`src/rtl/fifo_pkg.sv`:
```
// Shared definitions for the synchronous FIFO and its stream-side consumers.
// Holds the default word width and the pointer-width helper.
package fifo_pkg;

    localparam int DEFAULT_DATA_WIDTH = 8;

    // Bits needed to index `depth` entries; never less than one bit.
    function automatic int ptr_width(input int depth);
        return (depth > 1) ? $clog2(depth) : 1;
    endfunction

endpackage

```
`src/rtl/fifo_stream_reader_if.sv`:
```
// Valid/ready stream carrying one data word per accepted beat.
// The reader drives it as master; the downstream sink is the slave.
interface fifo_stream_reader_if
    import fifo_pkg::*;
#(
    parameter int DATA_WIDTH = DEFAULT_DATA_WIDTH
);

    logic                  valid;
    logic                  ready;
    logic [DATA_WIDTH-1:0] data;

    modport master (output valid, output data, input ready);
    modport slave  (input valid, input data, output ready);

endinterface

```
`src/rtl/fifo_rd_skid_buf.sv`:
```
// Circular skid buffer that catches FIFO read data while the stream sink stalls.
// Head data is driven straight from storage, so it holds while no pop occurs.
module fifo_rd_skid_buf
    import fifo_pkg::*;
#(
    parameter int DATA_WIDTH = DEFAULT_DATA_WIDTH,
    parameter int BUF_DEPTH  = 2,
    parameter int CW         = ptr_width(BUF_DEPTH + 1)
) (
    input  logic                  clk,
    input  logic                  rst,
    input  logic                  clear,
    input  logic                  push,
    input  logic [DATA_WIDTH-1:0] push_data,
    input  logic                  pop,
    output logic [DATA_WIDTH-1:0] head_data,
    output logic [CW-1:0]         count
);

    localparam int              PW   = ptr_width(BUF_DEPTH);
    localparam logic [PW-1:0]   LAST = PW'(BUF_DEPTH - 1);

    logic [DATA_WIDTH-1:0] mem [BUF_DEPTH];
    logic [PW-1:0]         wr_ptr;
    logic [PW-1:0]         rd_ptr;

    function automatic logic [PW-1:0] advance(input logic [PW-1:0] p);
        return (p == LAST) ? '0 : p + 1'b1;
    endfunction

    // NOTE: the storage is reset as well because it feeds the stream data output
    // directly, which must read zero out of reset; it is only a couple of words.
    // NOTE: every register here uses non-blocking assignment so the pointer,
    // count and storage updates all see the pre-edge values.
    always_ff @(posedge clk or posedge rst) begin
        if (rst) begin
            wr_ptr <= '0;
            rd_ptr <= '0;
            count  <= '0;
            for (int i = 0; i < BUF_DEPTH; i++) begin
                mem[i] <= '0;
            end
        end else if (clear) begin
            wr_ptr <= '0;
            rd_ptr <= '0;
            count  <= '0;
        end else begin
            if (push) begin
                mem[wr_ptr] <= push_data;
                wr_ptr      <= advance(wr_ptr);
            end
            if (pop) begin
                rd_ptr <= advance(rd_ptr);
            end
            count <= count + CW'(push) - CW'(pop);
        end
    end

    assign head_data = mem[rd_ptr];

endmodule

```
`src/rtl/fifo_stream_reader.sv`:
```
// Turns the FIFO read port (rd_en strobe, dout one cycle later) into a
// valid/ready stream master with a skid buffer absorbing downstream stalls.
module fifo_stream_reader
    import fifo_pkg::*;
#(
    parameter int DATA_WIDTH = DEFAULT_DATA_WIDTH,
    parameter int BUF_DEPTH  = 2,
    parameter int CNT_WIDTH  = 16
) (
    input  logic                  clk,
    input  logic                  rst,
    input  logic                  enable,
    input  logic                  flush,
    input  logic                  fifo_empty,
    output logic                  fifo_rd_en,
    input  logic [DATA_WIDTH-1:0] fifo_dout,
    fifo_stream_reader_if.master  m,
    output logic                  busy,
    output logic [CNT_WIDTH-1:0]  xfer_count
);

    localparam int CW = ptr_width(BUF_DEPTH + 1);

    logic          inflight;
    logic          pop;
    logic          capture;
    logic [CW-1:0] occupancy;
    logic [CW:0]   demand;

    assign pop     = m.valid && m.ready;
    assign capture = inflight && !flush;

    // Slots already spoken for once this cycle's pop leaves; a pop always
    // implies occupancy >= 1, so the subtraction cannot underflow.
    assign demand = {1'b0, occupancy} + (CW + 1)'(inflight) - (CW + 1)'(pop);

    assign fifo_rd_en = enable && !flush && !fifo_empty
                        && (demand < (CW + 1)'(BUF_DEPTH));

    assign m.valid = (occupancy != '0);
    assign busy    = m.valid || inflight;

    // A flush suppresses this cycle's read, so inflight clears on the same edge.
    always_ff @(posedge clk or posedge rst) begin
        if (rst) begin
            inflight   <= 1'b0;
            xfer_count <= '0;
        end else begin
            inflight <= fifo_rd_en;
            if (pop) begin
                xfer_count <= xfer_count + 1'b1;
            end
        end
    end

    fifo_rd_skid_buf #(
        .DATA_WIDTH (DATA_WIDTH),
        .BUF_DEPTH  (BUF_DEPTH),
        .CW         (CW)
    ) u_buf (
        .clk       (clk),
        .rst       (rst),
        .clear     (flush),
        .push      (capture),
        .push_data (fifo_dout),
        .pop       (pop),
        .head_data (m.data),
        .count     (occupancy)
    );

endmodule

```
`src/flat_wrapper.sv`:
```
// flat-port wrapper written by rule: the top's interface ports become plain ports
module fifo_stream_reader_flat import fifo_pkg::*;
#(
    parameter int DATA_WIDTH = DEFAULT_DATA_WIDTH,
    parameter int BUF_DEPTH  = 2,
    parameter int CNT_WIDTH  = 16
)
  (clk, rst, enable, flush, fifo_empty, fifo_rd_en, fifo_dout, busy, xfer_count, m_valid, m_data, m_ready);
  fifo_stream_reader_if #(.DATA_WIDTH(DATA_WIDTH)) m_i ();
  input  logic clk;
  input  logic rst;
  input  logic enable;
  input  logic flush;
  input  logic fifo_empty;
  output logic fifo_rd_en;
  input  logic [DATA_WIDTH-1:0] fifo_dout;
  output logic busy;
  output logic [CNT_WIDTH-1:0] xfer_count;
  output wire logic [$bits(m_i.valid)-1:0] m_valid;
  output wire logic [$bits(m_i.data)-1:0] m_data;
  input wire logic [$bits(m_i.ready)-1:0] m_ready;
  assign m_valid = m_i.valid;
  assign m_data = m_i.data;
  assign m_i.ready = m_ready;
  fifo_stream_reader #(.DATA_WIDTH(DATA_WIDTH), .BUF_DEPTH(BUF_DEPTH), .CNT_WIDTH(CNT_WIDTH)) u_core (.clk(clk), .rst(rst), .enable(enable), .flush(flush), .fifo_empty(fifo_empty), .fifo_rd_en(fifo_rd_en), .fifo_dout(fifo_dout), .m(m_i), .busy(busy), .xfer_count(xfer_count));
endmodule
```
`config.mk`:
```
export PLATFORM = sky130hd
export DESIGN_NAME = fifo_stream_reader_flat
export DESIGN_NICKNAME = d
export VERILOG_FILES = /design/src/rtl/fifo_pkg.sv /design/src/rtl/fifo_stream_reader_if.sv /design/src/rtl/fifo_rd_skid_buf.sv /design/src/rtl/fifo_stream_reader.sv /design/src/flat_wrapper.sv
export SDC_FILE = /design/constraint.sdc
export NUM_CORES = 1
export LEC_CHECK = 0
export BUFFER_PORTS_ARGS = -buffer_cell sky130_fd_sc_hd__buf_2
export CAP_MARGIN = 20
export CORE_ASPECT_RATIO = 0.8
export CORE_MARGIN = 2
export CORE_UTILIZATION = 30
export DETAILED_ROUTE_END_ITERATION = 10
export SLEW_MARGIN = 20
export SYNTH_ARGS = -nofsm -noshare
export SYNTH_HDL_FRONTEND = slang
export SYNTH_SLANG_ARGS = --single-unit
```
`constraint.sdc`:
```
create_clock -name clk -period 2.9 [get_ports clk]
set_clock_uncertainty 0.1 [all_clocks]
set_input_delay 0.145 -clock clk [delete_from_list [all_inputs] [get_ports clk]]
set_output_delay 0.145 -clock clk [all_outputs]
set_load 0.005 [all_outputs]
```
==> results.cfg <==
[global_route]
gr-total-overflow = 0
grt_pass1_vias = 1186
grt_max_degree = 38
grt_use_total_pct = 11.9
grt_first_pass_wirelength_um = 5670
antenna_found_initial = 0

[pwr]
power.ir.vdd_worst_mv = 0.240
leakage_nw = 1.12
totalPowerFinal_mw = 1.64
p_per_area_mw_per_mm2 = 737

[final_layout]
syn2layout_area_growth_pct = 29.6
layout.nets = 209
fill_cells = 541
drive_above_1_share_pct = 43.5
multiInputGateArea_um2 = 773
n_antenna_cell = 0
regArea_um2 = 926

[logic_synthesis]
synth_top_area_share_pct = 53.9
ys_seq_elements = 37
syn_area_per_cell_um2 = 13.0
synth_flop_cell = dfrtp_1
synthesis.instances = 132
yosysWarnings = 0
syn_nets = 151
yosysMostFrequentCell = dfrtp_1
synthTopCellsByArea = dfrtp_1 (54%), mux2_2 (16%), xnor2_1 (6.6%), xor2_1 (3.6%), ha_1 (2.9%)
synth_area_mm2 = 0.00172
synth-async-reset-ratio_pct = 100
synth_edf_count = 0
synth_area_leader_cell = dfrtp_1
ys_seq_area_share_pct = 53.9
synth_cell_types = 26
synthTopCellsByCount = dfrtp_1 (37), mux2_2 (24), xnor2_1 (13)

[setup_path]
r2r_start = u_core.u_buf.count[1]
crit_start = u_core.u_buf.count[1]
crit_buf_inv = 2
reg2reg_depth = 7
critPathSlowestCell = dfrtp_1
critPathLaunchType = flip-flop
arrival_ns = 2.40
slowest_delay_ns = 0.50
path_class = flip-flop to output pin
path_depth = 8
required_ns = 2.65
path_cells = o21ai_4 -> inv_1 -> ha_1 -> nand2b_1 -> fa_1 -> nand4bb_1 -> nor2_1 -> buf_2
cp_top_family = adder cells
endpoint_kind = output pin
worstPathMaxFanout = 7

[clock_network]
post_cts_resized = 0
tritoncts = done
cts_root_buf = clkbuf_8
ctsLongestPathBuffers = 2
cts_buffers = 5
htree_num_levels = 2
path_clk_slew_ns = 0.08
insertion_delay_ns = 0.29
cts_num_sinks = 37

[placement]
gp_congestion = 0.736
dp_hpwl_um = 2360
port_buffers = 40

[floorplanning]
ios = 41
die_x_um = 88.6
rows = 24
die_y_um = 71.7
start_util_pct = 31.3
dieArea_mm2 = 0.00636
coreArea_mm2 = 0.00550

[sta]
min_period_over_period_pct = 91.3
max_slew_margin_pct = 68.5
rsz0062_at_grt = false
max_freq_mhz = 378
tns_ns = 0
finalSetupViolCount = 0
tightest_slew_ns = 0.473
period_minus_slack_ns = 2.65
hold_viol = 0
slew_viol_final = 0

[worst_hold_path]
hold_depth = 3
hold_start = enable
hp-class = primary input to flip-flop

[route]
drc = 0
drt_wl_total_um = 3440
drtIter0Drc = 35
dr.pass1.iters = 4
via_per_inst = 4.27
routedWlPerCell_um = 12.8
vias = 1149
ant_nets = 0

[flow_run]
max-cap-violations = 0

[status]
status = finished, final reports clean
==> cells by family after synthesis <==
| kind of cell | Yosys count | synth area share (%) |
|---|---|---|
| xor gates and xnor gates | 20 | 10.2 |
| muxes | 24 | 15.7 |
| buffers and inverters | 5 | 1.16 |
| and+or+nand+nor | 39 | 13.3 |
| DFF | 37 | 53.9 |
| AOI/OAI and AO/OA | 2 | 1.67 |
| adders and majority gates | 5 | 4.08 |
==> state kept, by name (all words and copies together) (netlist names) <==
name and count:
u_core.inflight 1, u_core.u_buf.count 2, u_core.u_buf.mem 16, u_core.u_buf.rd_ptr 1
u_core.u_buf.wr_ptr 1, u_core.xfer_count 16
==> through the flow <==
step / utilization [%] / hold slack [ns] / area [µm²] / instances / worst slack, ns
2_1_floorplan: - / 0.111 / 1720 / 132 / 0.677
3_3_place_gp: 36.7 / 0.190 / 2020 / 250 / 0.484
3_5_place_dp: 36.7 / 0.193 / 2020 / 250 / 0.417
4_1_cts: 40.4 / 0.0185 / 2220 / 268 / 0.0718
5_1_grt: 40.6 / 0.0283 / 2230 / 269 / 0.115
6_report: 40.6 / 0.0308 / 2230 / 269 / 0.254
==> worst reg2reg max path: stages, from the launching register on <==
cell and delay, ns:
dfrtp_1 0.50, o21ai_4 0.20, inv_1 0.10, ha_1 0.29
nand2b_1 0.15, fa_1 0.49, nand4bb_1 0.10, nor2_1 0.14
==> final timing paths <==
path                            slack, ns                    end
worst max-delay path                 0.25             fifo_rd_en
worst min-delay path                 0.03        u_core.inflight
worst max register to register       0.75        u_core.inflight
worst min register to register       0.38  u_core.xfer_count[15]
max in group asynchronous            1.97   u_core.u_buf.mem[13]
min in group asynchronous            0.41    u_core.u_buf.rd_ptr
==> metal layers <==
metal  track usage (%)  routed length, µm
met1              16.6               1680
met2              17.0               1560
met3              2.76                131
met4              6.57                 74
met5                 0                  0
==> where the power goes <==
group          internal, mW  leakage (nW)  switching, mW
Sequential            0.650         0.492          0.115
Combinational         0.295         0.576          0.184
Clock                 0.215        0.0542          0.185
==> cell type report <==
class	count	area share, %
Sequential cell	37	41.5
Multi-Input combinational cell	90	34.7
Clock inverter	1	0.225
Tap cell	78	4.38
Timing Repair Buffer	52	14.1
Inverter	4	0.674
Clock buffer	7	4.32
==> cell usage in the layout (no fill, tap or decap), drive strengths merged <==
cell / netlist / layout
clkinv: 0 / 1
nand2b: 2 / 2
nand4: 4 / 4
nand3b: 1 / 1
buf: 1 / 42
mux2: 24 / 24
dlygate4sd3: 0 / 10
xnor2: 13 / 13
ha: 4 / 4
nand3: 6 / 6
xor2: 7 / 7
clkbuf: 0 / 7
inv: 4 / 4
and3: 2 / 2
nor2: 9 / 9
dfrtp: 37 / 37
or2: 1 / 1
o2111a: 1 / 1
nor3: 1 / 1
o21ai: 1 / 1
nor2b: 1 / 1
nand4bb: 1 / 1
nand2: 9 / 9
fa: 1 / 1
and4: 1 / 1
or3: 1 / 1
==> repair_timing <==
item / CTS / global route
setup buffers: 0 / 1
endpoints found under the hold margin: 56 / 0
hold buffers: 10 / 0
endpoints found under the setup margin: 0 / 1
(Power assumes the default switching activity.)
